**config.mk**
```make
export PLATFORM = sky130hd
export DESIGN_NAME = equiv_stim_sequencer_flat
export DESIGN_NICKNAME = d
export VERILOG_FILES = /design/src/rtl/equiv_stim_sequencer_if.sv /design/src/rtl/equiv_stim_sequencer.sv /design/src/flat_wrapper.sv
export SDC_FILE = /design/constraint.sdc
export NUM_CORES = 1
export LEC_CHECK = 0
export CAP_MARGIN = 10
export CORE_ASPECT_RATIO = 1.2
export CORE_MARGIN = 10
export CORE_UTILIZATION = 50
export DETAILED_ROUTE_END_ITERATION = 16
export HOLD_SLACK_MARGIN = 0.06
export PLACE_DENSITY = 0.89
export SETUP_SLACK_MARGIN = 0.05
export SLEW_MARGIN = 25
export SYNTH_ARGS = -nofsm -noshare
export SYNTH_HDL_FRONTEND = slang
export SYNTH_SLANG_ARGS = --single-unit
export TNS_END_PERCENT = 20
```
**constraint.sdc**
```tcl
create_clock -name clk -period 9.91 [get_ports clk]
set_input_delay 2.973 -clock clk [delete_from_list [all_inputs] [get_ports clk]]
set_output_delay 2.973 -clock clk [all_outputs]
set_load 0.05 [all_outputs]
```
**src/rtl/equiv_stim_sequencer_if.sv**
```systemverilog
// Bundle of the sequencer's control, stimulus, DUT-response and result signals.
// The slave modport is the sequencer side and the master modport is the harness side.
interface equiv_stim_sequencer_if #(
    parameter int unsigned STIM_W = 68,
    parameter int unsigned Y_W    = 91,
    parameter int unsigned CNT_W  = 16
);
    logic                start;
    logic [CNT_W-1:0]    num_vec;
    logic [STIM_W-1:0]   seed;
    logic [3:0]          wire0;
    logic [15:0]         wire1;
    logic [19:0]         wire2;
    logic signed [20:0]  wire3;
    logic [6:0]          wire4;
    logic [Y_W-1:0]      y_1;
    logic [Y_W-1:0]      y_2;
    logic                busy;
    logic                done;
    logic                mismatch;
    logic [CNT_W-1:0]    mismatch_cnt;
    logic [CNT_W-1:0]    first_fail_idx;

    modport master (
        output start, num_vec, seed, y_1, y_2,
        input  wire0, wire1, wire2, wire3, wire4,
        input  busy, done, mismatch, mismatch_cnt, first_fail_idx
    );

    modport slave (
        input  start, num_vec, seed, y_1, y_2,
        output wire0, wire1, wire2, wire3, wire4,
        output busy, done, mismatch, mismatch_cnt, first_fail_idx
    );
endinterface

```
**src/rtl/equiv_stim_sequencer.sv**
```systemverilog
// LFSR stimulus sequencer and y_1/y_2 output comparator for the equivalence harness.
// Optional macro STOP_ON_FAIL_EN: end the run at the first failing vector.
module equiv_stim_sequencer #(
    parameter int unsigned STIM_W = 68,
    parameter int unsigned Y_W    = 91,
    parameter int unsigned CNT_W  = 16,
    parameter int unsigned LAT    = 2
) (
    input  logic                  clk,
    input  logic                  rst_n,
    equiv_stim_sequencer_if.slave bus
);
    localparam int unsigned SET_W = 8;
    localparam int unsigned TAP_A = 67;
    localparam int unsigned TAP_B = 58;

    typedef enum logic [2:0] {
        S_IDLE, S_APPLY, S_SETTLE, S_CHECK, S_DONE
    } state_e;

    state_e              state_q, state_d;
    logic [1:0]          rst_sync_q, rst_sync_d;
    logic                rst_ni;
    logic [STIM_W-1:0]   lfsr_q, lfsr_d;
    logic [STIM_W-1:0]   stim_q, stim_d;
    logic [CNT_W-1:0]    nvec_q, nvec_d;
    logic [CNT_W-1:0]    idx_q, idx_d;
    logic [CNT_W-1:0]    mcnt_q, mcnt_d;
    logic [CNT_W-1:0]    ffi_q, ffi_d;
    logic [SET_W-1:0]    set_q, set_d;
    logic                mis_q, mis_d;
    logic                busy_q, busy_d;
    logic                done_q, done_d;
    logic [Y_W-1:0]      y_diff_c;
    logic                fail_c;
    logic                last_c;
    logic [STIM_W-1:0]   lfsr_step_c;

    // Reset asserts asynchronously and releases two clocks later, in sync with clk.
    assign rst_sync_d = {rst_sync_q[0], 1'b1};
    always_ff @(posedge clk or negedge rst_n) begin
        if (!rst_n) rst_sync_q <= '0;
        else        rst_sync_q <= rst_sync_d;
    end
    assign rst_ni = rst_sync_q[1];

    assign y_diff_c    = bus.y_1 ^ bus.y_2;
    assign fail_c      = |y_diff_c;
    assign last_c      = (idx_q == (nvec_q - CNT_W'(1)));
    assign lfsr_step_c = {lfsr_q[STIM_W-2:0], lfsr_q[TAP_A] ^ lfsr_q[TAP_B]};

    always_ff @(posedge clk or negedge rst_ni) begin
        if (!rst_ni) state_q <= S_IDLE;
        else         state_q <= state_d;
    end

    always_comb begin
        state_d = state_q;
        unique case (state_q)
            S_IDLE: begin
                if (bus.start) state_d = (bus.num_vec == '0) ? S_DONE : S_APPLY;
            end
            S_APPLY:  state_d = (LAT == 0) ? S_CHECK : S_SETTLE;
            S_SETTLE: begin
                if (set_q <= SET_W'(1)) state_d = S_CHECK;
            end
            S_CHECK: begin
                state_d = last_c ? S_DONE : S_APPLY;
`ifdef STOP_ON_FAIL_EN
                if (fail_c) state_d = S_DONE;
`endif
            end
            S_DONE:   state_d = S_IDLE;
            default:  state_d = S_IDLE;
        endcase
    end

    // Datapath and registered status updates for the transition being taken.
    always_comb begin
        lfsr_d = lfsr_q;
        stim_d = stim_q;
        nvec_d = nvec_q;
        idx_d  = idx_q;
        mcnt_d = mcnt_q;
        ffi_d  = ffi_q;
        set_d  = set_q;
        mis_d  = mis_q;
        busy_d = (state_d == S_APPLY) || (state_d == S_SETTLE) || (state_d == S_CHECK);
        done_d = (state_d == S_DONE);
        unique case (state_q)
            S_IDLE: begin
                if (bus.start && (bus.num_vec != '0)) begin
                    nvec_d = bus.num_vec;
                    lfsr_d = (bus.seed == '0) ? STIM_W'(1) : bus.seed;
                    idx_d  = '0;
                    mis_d  = 1'b0;
                    mcnt_d = '0;
                    ffi_d  = '0;
                end
            end
            S_APPLY: begin
                stim_d = lfsr_q;
                set_d  = SET_W'(LAT);
            end
            S_SETTLE: set_d = set_q - SET_W'(1);
            S_CHECK: begin
                if (fail_c) begin
                    mis_d = 1'b1;
                    if (mcnt_q != '1) mcnt_d = mcnt_q + CNT_W'(1);
                    if (!mis_q) ffi_d = idx_q;
                end
`ifdef STOP_ON_FAIL_EN
                if (!fail_c) begin
                    lfsr_d = lfsr_step_c;
                    idx_d  = idx_q + CNT_W'(1);
                end
`else
                lfsr_d = lfsr_step_c;
                idx_d  = idx_q + CNT_W'(1);
`endif
            end
            default: ;
        endcase
    end

    always_ff @(posedge clk or negedge rst_ni) begin
        if (!rst_ni) begin
            lfsr_q <= '0;
            stim_q <= '0;
            nvec_q <= '0;
            idx_q  <= '0;
            mcnt_q <= '0;
            ffi_q  <= '0;
            set_q  <= '0;
            mis_q  <= 1'b0;
            busy_q <= 1'b0;
            done_q <= 1'b0;
        end else begin
            lfsr_q <= lfsr_d;
            stim_q <= stim_d;
            nvec_q <= nvec_d;
            idx_q  <= idx_d;
            mcnt_q <= mcnt_d;
            ffi_q  <= ffi_d;
            set_q  <= set_d;
            mis_q  <= mis_d;
            busy_q <= busy_d;
            done_q <= done_d;
        end
    end

    assign bus.wire0          = stim_q[3:0];
    assign bus.wire1          = stim_q[19:4];
    assign bus.wire2          = stim_q[39:20];
    assign bus.wire3          = $signed(stim_q[60:40]);
    assign bus.wire4          = stim_q[67:61];
    assign bus.busy           = busy_q;
    assign bus.done           = done_q;
    assign bus.mismatch       = mis_q;
    assign bus.mismatch_cnt   = mcnt_q;
    assign bus.first_fail_idx = ffi_q;
endmodule
```
**src/flat_wrapper.sv**
```systemverilog
// flat-port wrapper written by rule: the top's interface ports become plain ports
module equiv_stim_sequencer_flat 
#(
    parameter int unsigned STIM_W = 68,
    parameter int unsigned Y_W    = 91,
    parameter int unsigned CNT_W  = 16,
    parameter int unsigned LAT    = 2
)
  (clk, rst_n, bus_start, bus_num_vec, bus_seed, bus_y_1, bus_y_2, bus_wire0, bus_wire1, bus_wire2, bus_wire3, bus_wire4, bus_busy, bus_done, bus_mismatch, bus_mismatch_cnt, bus_first_fail_idx);
  equiv_stim_sequencer_if #(.STIM_W(STIM_W), .Y_W(Y_W), .CNT_W(CNT_W)) bus_i ();
  input  logic clk;
  input  logic rst_n;
  input wire logic [$bits(bus_i.start)-1:0] bus_start;
  input wire logic [$bits(bus_i.num_vec)-1:0] bus_num_vec;
  input wire logic [$bits(bus_i.seed)-1:0] bus_seed;
  input wire logic [$bits(bus_i.y_1)-1:0] bus_y_1;
  input wire logic [$bits(bus_i.y_2)-1:0] bus_y_2;
  output wire logic [$bits(bus_i.wire0)-1:0] bus_wire0;
  output wire logic [$bits(bus_i.wire1)-1:0] bus_wire1;
  output wire logic [$bits(bus_i.wire2)-1:0] bus_wire2;
  output wire logic [$bits(bus_i.wire3)-1:0] bus_wire3;
  output wire logic [$bits(bus_i.wire4)-1:0] bus_wire4;
  output wire logic [$bits(bus_i.busy)-1:0] bus_busy;
  output wire logic [$bits(bus_i.done)-1:0] bus_done;
  output wire logic [$bits(bus_i.mismatch)-1:0] bus_mismatch;
  output wire logic [$bits(bus_i.mismatch_cnt)-1:0] bus_mismatch_cnt;
  output wire logic [$bits(bus_i.first_fail_idx)-1:0] bus_first_fail_idx;
  assign bus_i.start = bus_start;
  assign bus_i.num_vec = bus_num_vec;
  assign bus_i.seed = bus_seed;
  assign bus_i.y_1 = bus_y_1;
  assign bus_i.y_2 = bus_y_2;
  assign bus_wire0 = bus_i.wire0;
  assign bus_wire1 = bus_i.wire1;
  assign bus_wire2 = bus_i.wire2;
  assign bus_wire3 = bus_i.wire3;
  assign bus_wire4 = bus_i.wire4;
  assign bus_busy = bus_i.busy;
  assign bus_done = bus_i.done;
  assign bus_mismatch = bus_i.mismatch;
  assign bus_mismatch_cnt = bus_i.mismatch_cnt;
  assign bus_first_fail_idx = bus_i.first_fail_idx;
  equiv_stim_sequencer #(.STIM_W(STIM_W), .Y_W(Y_W), .CNT_W(CNT_W), .LAT(LAT)) u_core (.clk(clk), .rst_n(rst_n), .bus(bus_i));
endmodule
```
==> metrics.csv, run 1 <==
metric;value;unit
status;completed;
Initial Util;0.504;
Post-synth EDFFs;0;
Synth Warn #;0;
mux cell area share after synthesis;0.0779;
most frequent CP cell;nand2_1;
WL/cell;21.7;um
Post-Synth Adder-Cell Area;0.00575;
TritonCTS buffer count;23;
leak pwr;6.39;nW
vias in the first global route;10100;
die outline width;155;um
via count;9978;
P_int;2.60;mW
Post-Synth XOR/XNOR Area;0.0870;
post-synthesis async set-or-reset flop share;1.00;
count of standard-cell rows;59;
DRC;0;
CP max stage cell;buf_4;
share of post-route cells with drive strength above 1;0.0846;
worst min path class;reg -> async;
max-cap viol count;0;
P per Cell Area;291;mW/mm2
Crit path largest cell delay;0.62;ns
syn nets;1398;
DIE HEIGHT;182;um
Clk pwr share;0.194;
crit share post-route;0.556;
final net count;1737;
relative slew slack;0.293;
f_max;182;MHz
share of the synthesized area in the top cell type;0.497;
first-pass GRT wire length;58.3;mm
crit path max fanout;55;
CP cell instances;clkdlybuf4s50_1 > nor4_1 > nand4_1 > nand2_1 > or4_4 > buf_4 > nand2_1 > a31oi_1;
Synth Flop Type;dfrtp_1;
Worst Path Required;10.31;ns
Crit Path Category;in -> reg;
drt total wl;38.1;mm
root buf cell;clkbuf_16;
Resize count post-CTS;0;
full die area;0.0281;mm2
Synth area leaders;dfrtp_1, xnor2_1, nand2_1, mux2_2, a31oi_1;
Post-Syn Area;0.0109;mm2
largest net degree at the start of global routing;143;
maximum clock path buffer count;3;
overflow left after global routing;0;
Final GP Congestion;0.952;
clock transition at the registers of the reported paths;0.06;ns
H-Tree Depth;1;
# port buffers;371;
Slew @ Worst Pin;1.06;ns
critical path endpoint category;flip-flop;
initial antenna violation count;5;
Ports;372;
DRT antenna net count;0;
Final setup viols;0;
critical path arrival;5.90;ns
Synth Area in Simple Gates;0.200;
CTS Sinks;216;
cells after synthesis;1124;
Sequential Power Share;0.342;
unrepaired setup endpoints after global routing;false;
total core area;0.0216;mm2
Sw Pwr;1.94;mW
largest family of logic cells by synthesized area;simple AND/OR/NAND/NOR gates;
clk_lat worst skew;0.52;ns
setup TNS;0;ns
detailed placement HPWL;29.0;mm
layout overhead on the synthesized area;43.1;%
Worst Setup Start Kind;input port;
Worst Skew;0.0128;ns
Tot GR Track Use;0.258;
most frequent cell after synthesis;dfrtp_1;
via-per-instance ratio;5.68;
Final Slew Violations;0;
Compound-Gate Fraction of Synth Area;0.103;
Starting DRT DRC Count;725;
Yosys top cell by area;dfrtp_1;
drt first pass iters;5;
CTS tree;done;
minimum clock period after layout;5.51;ns
Mean Syn Cell Area;9.67;um2
r2r setup slk;7.15;ns
Max VDD drop;0.298;mV
Final Hold Vio Count;0;
most frequent cells after synthesis;dfrtp_1, nand2_1, xnor2_1, nor2_1, mux2_2;
Overall Power;4.54;mW
RR Endpoint;u_core.bus.done;
setup repair bufs after CTS;0;
combinational share of power;0.464;
Reg-to-Reg Start;u_core.nvec_q[2];
reg2reg path depth;7;
switch share;0.427;
#FFs+latches synth;216;
Distinct cells, synth;60;
post-synthesis sequential area ratio;0.497;
hold buffers post-CTS;0;
critical path, delay by kind of cell:
family | cells | cell delay [ns]
compound gates | 1 | 0.33
buf+inv | 2 | 1.04
simple gates | 5 | 1.54
layout by cell type, fill, tap and decap left out, drive strengths merged, types with 4 or more instances in the layout:
master         netlist  layout
a21oi               10      10
o311ai               5       5
nand2b               6       6
ha                   5       5
o22ai                6       6
o21ai               38      38
nand4               43      43
xor2                 4       4
and4                 4       4
clkinv               0       4
nand2              215     215
diode                0       4
clkdlybuf4s50        0     371
or4                  6       6
a211o                6       6
mux2i                7       7
a31oi               67      67
nor3                14      14
inv                 12      13
buf                 10       8
dfrtp              216     216
and3                10      10
nand3               23      23
nor4                33      33
clkbuf              55      29
nor2                99      99
xnor2              104     104
a22o                15      15
mux2                69      69
o211ai               6       6
layer usage:
| metal | vias up | global-route usage | wire length [um] |
|---|---|---|---|
| met1 | 4843 | 0.313 | 15000 |
| li1 | 4664 | - | - |
| met4 | 2 | 0.0791 | 1090 |
| met3 | 73 | 0.0714 | 2900 |
| met2 | 396 | 0.437 | 19100 |
| met5 | - | 0 | 13 |
cell families after synthesis:
group,Yosys count
other,1
buffers and inverters,77
AO/OA/AOI/OAI,170
flip-flops,216
AND/OR/NAND/NOR,471
XOR/XNOR,108
multiplexers,76
adder cells (fa/ha/maj),5
per-stage QoR:
step / cell area (um2) / instances / setup WS, ns / util / hold WS [ns]
floorplan: 10900 / 1124 / 3.45 / - / 0.331
global placement: 14800 / 1711 / 3.81 / 0.684 / 0.334
detailed placement: 14800 / 1711 / 4.06 / 0.685 / 0.338
CTS: 15500 / 1751 / 4.42 / 0.720 / 0.351
global route: 15600 / 1754 / 4.23 / 0.722 / 0.263
finish: 15600 / 1756 / 4.40 / 0.722 / 0.236
cell type report:
class | instances | area [um2]
Sequential cell | 216 | 5410
Clock inverter | 11 | 160
Fill cell | 1564 | 5990
Multi-Input combinational cell | 831 | 5180
Tap cell | 274 | 343
Timing Repair Buffer | 379 | 3810
Antenna cell | 4 | 10.0
Inverter | 12 | 45.0
Clock buffer | 29 | 608
sequential cells by signal, summed over array words and instances (netlist names):
signal,count
u_core.lfsr_q,68
u_core.stim_q,68
u_core.bus.first_fail_idx,16
u_core.bus.mismatch_cnt,16
u_core.idx_q,16
u_core.nvec_q,16
u_core.set_q,8
u_core.state_q,3
u_core.rst_sync_q,2
u_core.bus.busy,1
u_core.bus.done,1
u_core.bus.mismatch,1
power groups by stage:
stage	Combinational [mW]	Clock (mW)	Sequential [mW]
5_1_grt	2.25	0.927	1.60
4_1_cts	2.11	0.893	1.55
6_report	2.11	0.880	1.55
2_1_floorplan	0.904	0	2.01
3_5_place_dp	2.09	0	1.56
3_3_place_gp	2.03	0	1.54
how the worst max path moves through the flow:
stage                    startpoint                            end  cells past startpoint
2_1_floorplan  u_core.rst_sync_q[1]                u_core.bus.busy                      0
3_3_place_gp            bus_y_1[32]  u_core.bus.first_fail_idx[13]                      8
3_5_place_dp         bus_num_vec[1]              u_core.lfsr_q[20]                      8
4_1_cts              bus_num_vec[1]              u_core.lfsr_q[20]                      8
5_1_grt              bus_num_vec[1]              u_core.lfsr_q[20]                      8
6_report             bus_num_vec[1]              u_core.lfsr_q[20]                      8
Power figures use the tool's default switching activity.
==> run 2: changes to the inputs <==
- CORE_UTILIZATION: 50 -> 42
- PLACE_DENSITY: 0.89 -> 0.8
- clock period: 9.91 -> 4.4 ns (I/O delays scaled with it)
==> run 2 against run 1 <==
  * Global-route usage shrank 3.1 points
  * Power grew 130%
  * Register-to-register slack lost 5.5 ns
  * Clock skew shrank 0.0027 ns
  * First-iteration DRC count grew 3.2%
  * Via count shrank 0.81%
  * Wire length grew 2.6%
  * Cell count grew 3.6%
  * Core utilization shrank 10 points
  * Hold slack gained 0.11 ns
  * Clock-buffer cell count grew 5
  * Largest power group unchanged
  * Highest routed layer unchanged
==> metrics.csv, run 2 (synthesis gave the netlist of run 1 again) <==
metric;value;unit;change
status;completed;;
Final Util;0.618;;-0.104
initial antenna violation count;6;;+1
critical path arrival;3.84;ns;-2.06 ns
Final Slew Violations;0;;unchanged
root buf cell;clkbuf_16;;
detailed placement HPWL;30.4;mm;+4.7%
most frequent cells in the layout;clkdlybuf4s50_1, dfrtp_1, nand2_1;;
H-Tree Depth;1;;unchanged
P per Cell Area;664;mW/mm2;+130%
commonest non-fill, non-tap cell in the layout;clkdlybuf4s50_1;;
DIE HEIGHT;196;um;+8.1%
die outline width;167;um;+7.9%
Worst Skew;0.0101;ns;-0.00271 ns
DRC;0;;unchanged
CTS tree;done;;
full die area;0.0328;mm2;+17%
setup TNS;0;ns;unchanged
leak pwr;6.47;nW;+1.3%
worst path bufs/invs;1;;-1
critical path endpoint category;flip-flop;;
CTS Sinks;216;;unchanged
Worst Setup Start Kind;input port;;
Resize count post-CTS;0;;unchanged
# port buffers;371;;unchanged
via count;9897;;-0.81%
Worst path top cell family by delay;compound AO/OA/AOI/OAI gates;;
placed cells;1771;;+3.5%
maximum clock path buffer count;3;;unchanged
drt total wl;39.1;mm;+2.6%
via-per-instance ratio;5.44;;-4.3%
Final setup viols;0;;unchanged
Largest regs;u_core.lfsr_q x68, u_core.stim_q x68;;
crit path max fanout;15;;-73%
count of standard-cell rows;64;;+8.5%
Max VDD drop;0.495;mV;+66%
CP cell instances;clkdlybuf4s50_1 > xnor2_1 > nand4_1 > nor4_1 > nand4_1 > o21a_1 > o21ai_0 > o31ai_1;;
TritonCTS buffer count;25;;+8.7%
first-pass GRT wire length;60.3;mm;+3.5%
minimum clock period after layout;3.47;ns;
f_max;289;MHz;
final hold slack;0.348;ns;+0.112 ns
DRT antenna net count;0;;unchanged
hold buffers post-CTS;0;;unchanged
setup repair bufs after CTS;0;;unchanged
WL/cell;21.5;um;-0.97%
clock transition at the registers of the reported paths;0.06;ns;about the same
worst min path class;reg -> reg;;
crit share post-route;0.788;;
vias in the first global route;10000;;-0.93%
relative slew slack;0.316;;+0.0227
overflow left after global routing;0;;unchanged
drt first pass iters;8;;+3
Slew @ Worst Pin;1.03;ns;-0.0341 ns
Worst Path Required;4.78;ns;-5.53 ns
Final GP Congestion;1.00;;+5.1%
Crit Path Category;in -> reg;;
unrepaired setup endpoints after global routing;false;;
most frequent CP cell;nand4_1;;
Initial Util;0.426;;-0.0788
layout overhead on the synthesized area;45.2;%;
Final Hold Vio Count;0;;unchanged
Crit path largest cell delay;0.49;ns;-0.13 ns
Non-Filler Instances;1820;;+3.6%
share of post-route cells with drive strength above 1;0.0882;;+0.00358
Tot GR Track Use;0.228;;-0.0306
max-cap viol count;0;;unchanged
Overall Power;10.5;mW;+130%
Starting DRT DRC Count;748;;+3.2%
clk_lat worst skew;0.52;ns;about the same
Ports;372;;unchanged
largest net degree at the start of global routing;107;;-25%
final net count;1742;;+0.29%
total core area;0.0255;mm2;+19%
CP max stage cell;nor4_1;;
[run 2: per-layer routing]
layer | vias to the layer above | track usage | share of wire
li1 | 4656 | - | -
met1 | 4844 | 0.287 | 0.41
met2 | 340 | 0.387 | 0.50
met3 | 53 | 0.0506 | 0.065
met4 | 4 | 0.0593 | 0.024
met5 | - | 0 | 0.00069
[run 2: worst paths after layout]
check                      slack [ns]                    endpoint  depth (start not counted)                 start
min reg2reg                      0.35        u_core.rst_sync_q[1]                          0  u_core.rst_sync_q[0]
max in group asynchronous        2.81           u_core.stim_q[15]                          1  u_core.rst_sync_q[1]
max reg2reg                      1.62             u_core.bus.busy                          6      u_core.nvec_q[6]
max                              0.93  u_core.bus.mismatch_cnt[9]                          8           bus_y_2[49]
min                              0.35        u_core.rst_sync_q[1]                          0  u_core.rst_sync_q[0]
min in group asynchronous        0.44  u_core.bus.mismatch_cnt[8]                          0  u_core.rst_sync_q[1]
[run 2: area by class of cell]
type	count	area [um2]
Sequential cell	216	5410
Antenna cell	4	10.0
Clock inverter	11	195
Tap cell	330	413
Timing Repair Buffer	382	3830
Multi-Input combinational cell	831	5180
Clock buffer	34	699
Inverter	12	45.0
Fill cell	2092	9760
[run 2: worst reg2reg max path, stage by stage, from the launching register on]
cell and delay, ns:
dfrtp_1 0.45, nor3_1 0.58, nand4_1 0.24, o311ai_0 0.53, o21ai_0 0.16, nor4_1 0.43, o21ai_0 0.23
[run 2: where the power goes]
part,internal [mW],switching (mW),total (mW)
combinational,1.90,2.84,4.74
sequential,2.81,0.696,3.50
clock,1.41,0.830,2.24
[run 2: per-stage QoR]
step	setup WS (ns)	instance area, um2
2_1_floorplan	0.846	10900
3_3_place_gp	0.570	14900
3_5_place_dp	0.460	14900
4_1_cts	1.00	15800
5_1_grt	0.814	15800
6_report	0.934	15800
==> run 3: changes to the inputs <==
- clock period: 4.4 -> 3 ns (I/O delays scaled with it)
==> run 3 against run 2 <==
  * Clock skew is 0.0013 ns lower
  * Power grew 45%
  * Worst setup slack got worse by 0.74 ns
  * Combinational power is 50% higher
  * First-iteration DRC count decreased by 4.9%
==> metrics.csv, run 3 (synthesis gave the netlist of run 1 again) <==
metric;value;unit;change
status;completed;;
setup TNS;0;ns;unchanged
drt first pass iters;5;;-3
Slew @ Worst Pin;0.762;ns;-0.264 ns
drt total wl;38.8;mm;-0.83%
max-cap viol count;0;;unchanged
H-Tree Depth;1;;unchanged
Ports;372;;unchanged
Final Hold Vio Count;0;;unchanged
Crit Path Category;in -> reg;;
Final GP Congestion;0.916;;-8.5%
DRT antenna net count;0;;unchanged
commonest non-fill, non-tap cell in the layout;clkdlybuf4s50_1;;
# port buffers;371;;unchanged
Initial Util;0.426;;unchanged
Final Util;0.625;;+0.00681
P_int;8.86;mW;+45%
Clk pwr share;0.195;;-0.019
Starting DRT DRC Count;711;;-4.9%
Overall Power;15.2;mW;+45%
CTS Sinks;216;;unchanged
Worst Skew;0.00883;ns;-0.00126 ns
critical path endpoint category;flip-flop;;
Non-Filler Instances;1845;;+1.4%
first-pass GRT wire length;59.4;mm;-1.6%
minimum clock period after layout;2.81;ns;
final hold slack;0.351;ns;+0.00258 ns
Sequential Power Share;0.336;;+0.002
overflow left after global routing;0;;unchanged
via count;9986;;+0.90%
Final setup viols;0;;unchanged
relative slew slack;0.479;;+0.163
critical path arrival;3.23;ns;-0.61 ns
Final Slew Violations;0;;unchanged
crit share post-route;0.936;;
Sw Pwr;6.33;mW;+45%
combinational share of power;0.469;;+0.017
clock transition at the registers of the reported paths;0.06;ns;about the same
CP cell instances;clkdlybuf4s50_1 > xnor2_1 > nand4_1 > nor4_1 > nand4_1 > o21a_1 > o21ai_1 > buf_4 > mux2i_1;;
vias in the first global route;10100;;+0.74%
Largest regs;u_core.lfsr_q x68, u_core.stim_q x68;;
leak pwr;6.61;nW;+2.1%
worst min path class;reg -> reg;;
full die area;0.0328;mm2;unchanged
total core area;0.0255;mm2;unchanged
count of standard-cell rows;64;;unchanged
most frequent CP cell;nand4_1;;
f_max;356;MHz;
detailed placement HPWL;30.5;mm;+0.56%
TritonCTS buffer count;24;;-4.0%
Tot GR Track Use;0.225;;-0.00274
crit path max fanout;16;;+1
DRC;0;;unchanged
unrepaired setup endpoints after global routing;true;;
switch share;0.417;;+0.000443
maximum clock path buffer count;3;;unchanged
most frequent cells in the layout;clkdlybuf4s50_1, dfrtp_1, nand2_1;;
via-per-instance ratio;5.41;;-0.47%
P per Cell Area;952;mW/mm2;+43%
final net count;1772;;+1.7%
Max VDD drop;0.711;mV;+43%
largest net degree at the start of global routing;135;;+26%
clk_lat worst skew;0.50;ns;-0.02 ns
CTS tree;done;;
CP max stage cell;clkdlybuf4s50_1;;
placed cells;1802;;+1.8%
root buf cell;clkbuf_16;;
setup repair bufs after CTS;0;;unchanged
WL/cell;21.0;um;-2.2%
DIE HEIGHT;196;um;unchanged
share of post-route cells with drive strength above 1;0.106;;+0.0175
initial antenna violation count;1;;-5
Worst Path Required;3.43;ns;-1.35 ns
Worst Setup Start Kind;input port;;
Crit path largest cell delay;0.46;ns;-0.03 ns
layout overhead on the synthesized area;46.7;%;
die outline width;167;um;unchanged
run 3: layer usage:
| metal | part of all wire | global-route usage | routed length, um |
|---|---|---|---|
| met1 | 0.41 | 0.285 | 16000 |
| met2 | 0.50 | 0.382 | 19400 |
| met3 | 0.064 | 0.0516 | 2480 |
| met4 | 0.022 | 0.0521 | 862 |
| met5 | 0 | 0 | 0 |
run 3: repair_timing:
item                       CTS  global route
setup endpoints to repair    0             8
gates resized for setup      0             1
hold buffers                 0             0
run 3: worst max-delay path: cells and delay by family:
kind / cells / cell delay, ns
AND/OR/NAND/NOR: 3 / 0.71
AO/OA/AOI/OAI: 2 / 0.40
multiplexers: 1 / 0.22
buffers and inverters: 2 / 0.70
XOR/XNOR: 1 / 0.29
run 3: path summary, 6_finish.rpt:
check	start	to	slack, ns	cells past startpoint
min	u_core.rst_sync_q[0]	u_core.rst_sync_q[1]	0.35	0
min reg2reg	u_core.rst_sync_q[0]	u_core.rst_sync_q[1]	0.35	0
max	bus_y_1[19]	u_core.bus.first_fail_idx[13]	0.19	9
max in group asynchronous	u_core.rst_sync_q[1]	u_core.bus.first_fail_idx[4]	1.81	1
min in group asynchronous	u_core.rst_sync_q[1]	u_core.bus.mismatch_cnt[10]	0.37	0
max reg2reg	u_core.nvec_q[2]	u_core.state_q[2]	0.28	6
run 3: metrics by stage:
stage / setup slack (ns) / cell area, um2
after floorplan: 0.342 / 10900
after CTS: 0.0991 / 15900
after global routing: 0.0126 / 16000
after detailed placement: -0.415 / 15100
final: 0.192 / 16000
after global placement: -0.343 / 15100
run 3: final cells by class:
type / count / area [um2]
diodes: 1 / 2.50
clock buffers: 36 / 717
clock inverters: 6 / 80.1
fillers: 2128 / 9590
inverters: 12 / 45.0
multi-input cells: 831 / 5190
flip-flops and latches: 216 / 5410
well taps: 330 / 413
repair buffers: 413 / 4100
run 3: power groups by stage:
stage,Sequential (mW),Clock [mW],Combinational (mW)
after global placement,5.08,0,6.98
after global routing,5.28,3.15,7.64
final,5.10,2.97,7.12
after detailed placement,5.13,0,7.11
after floorplan,6.63,0,2.99
after CTS,5.10,3.01,7.16
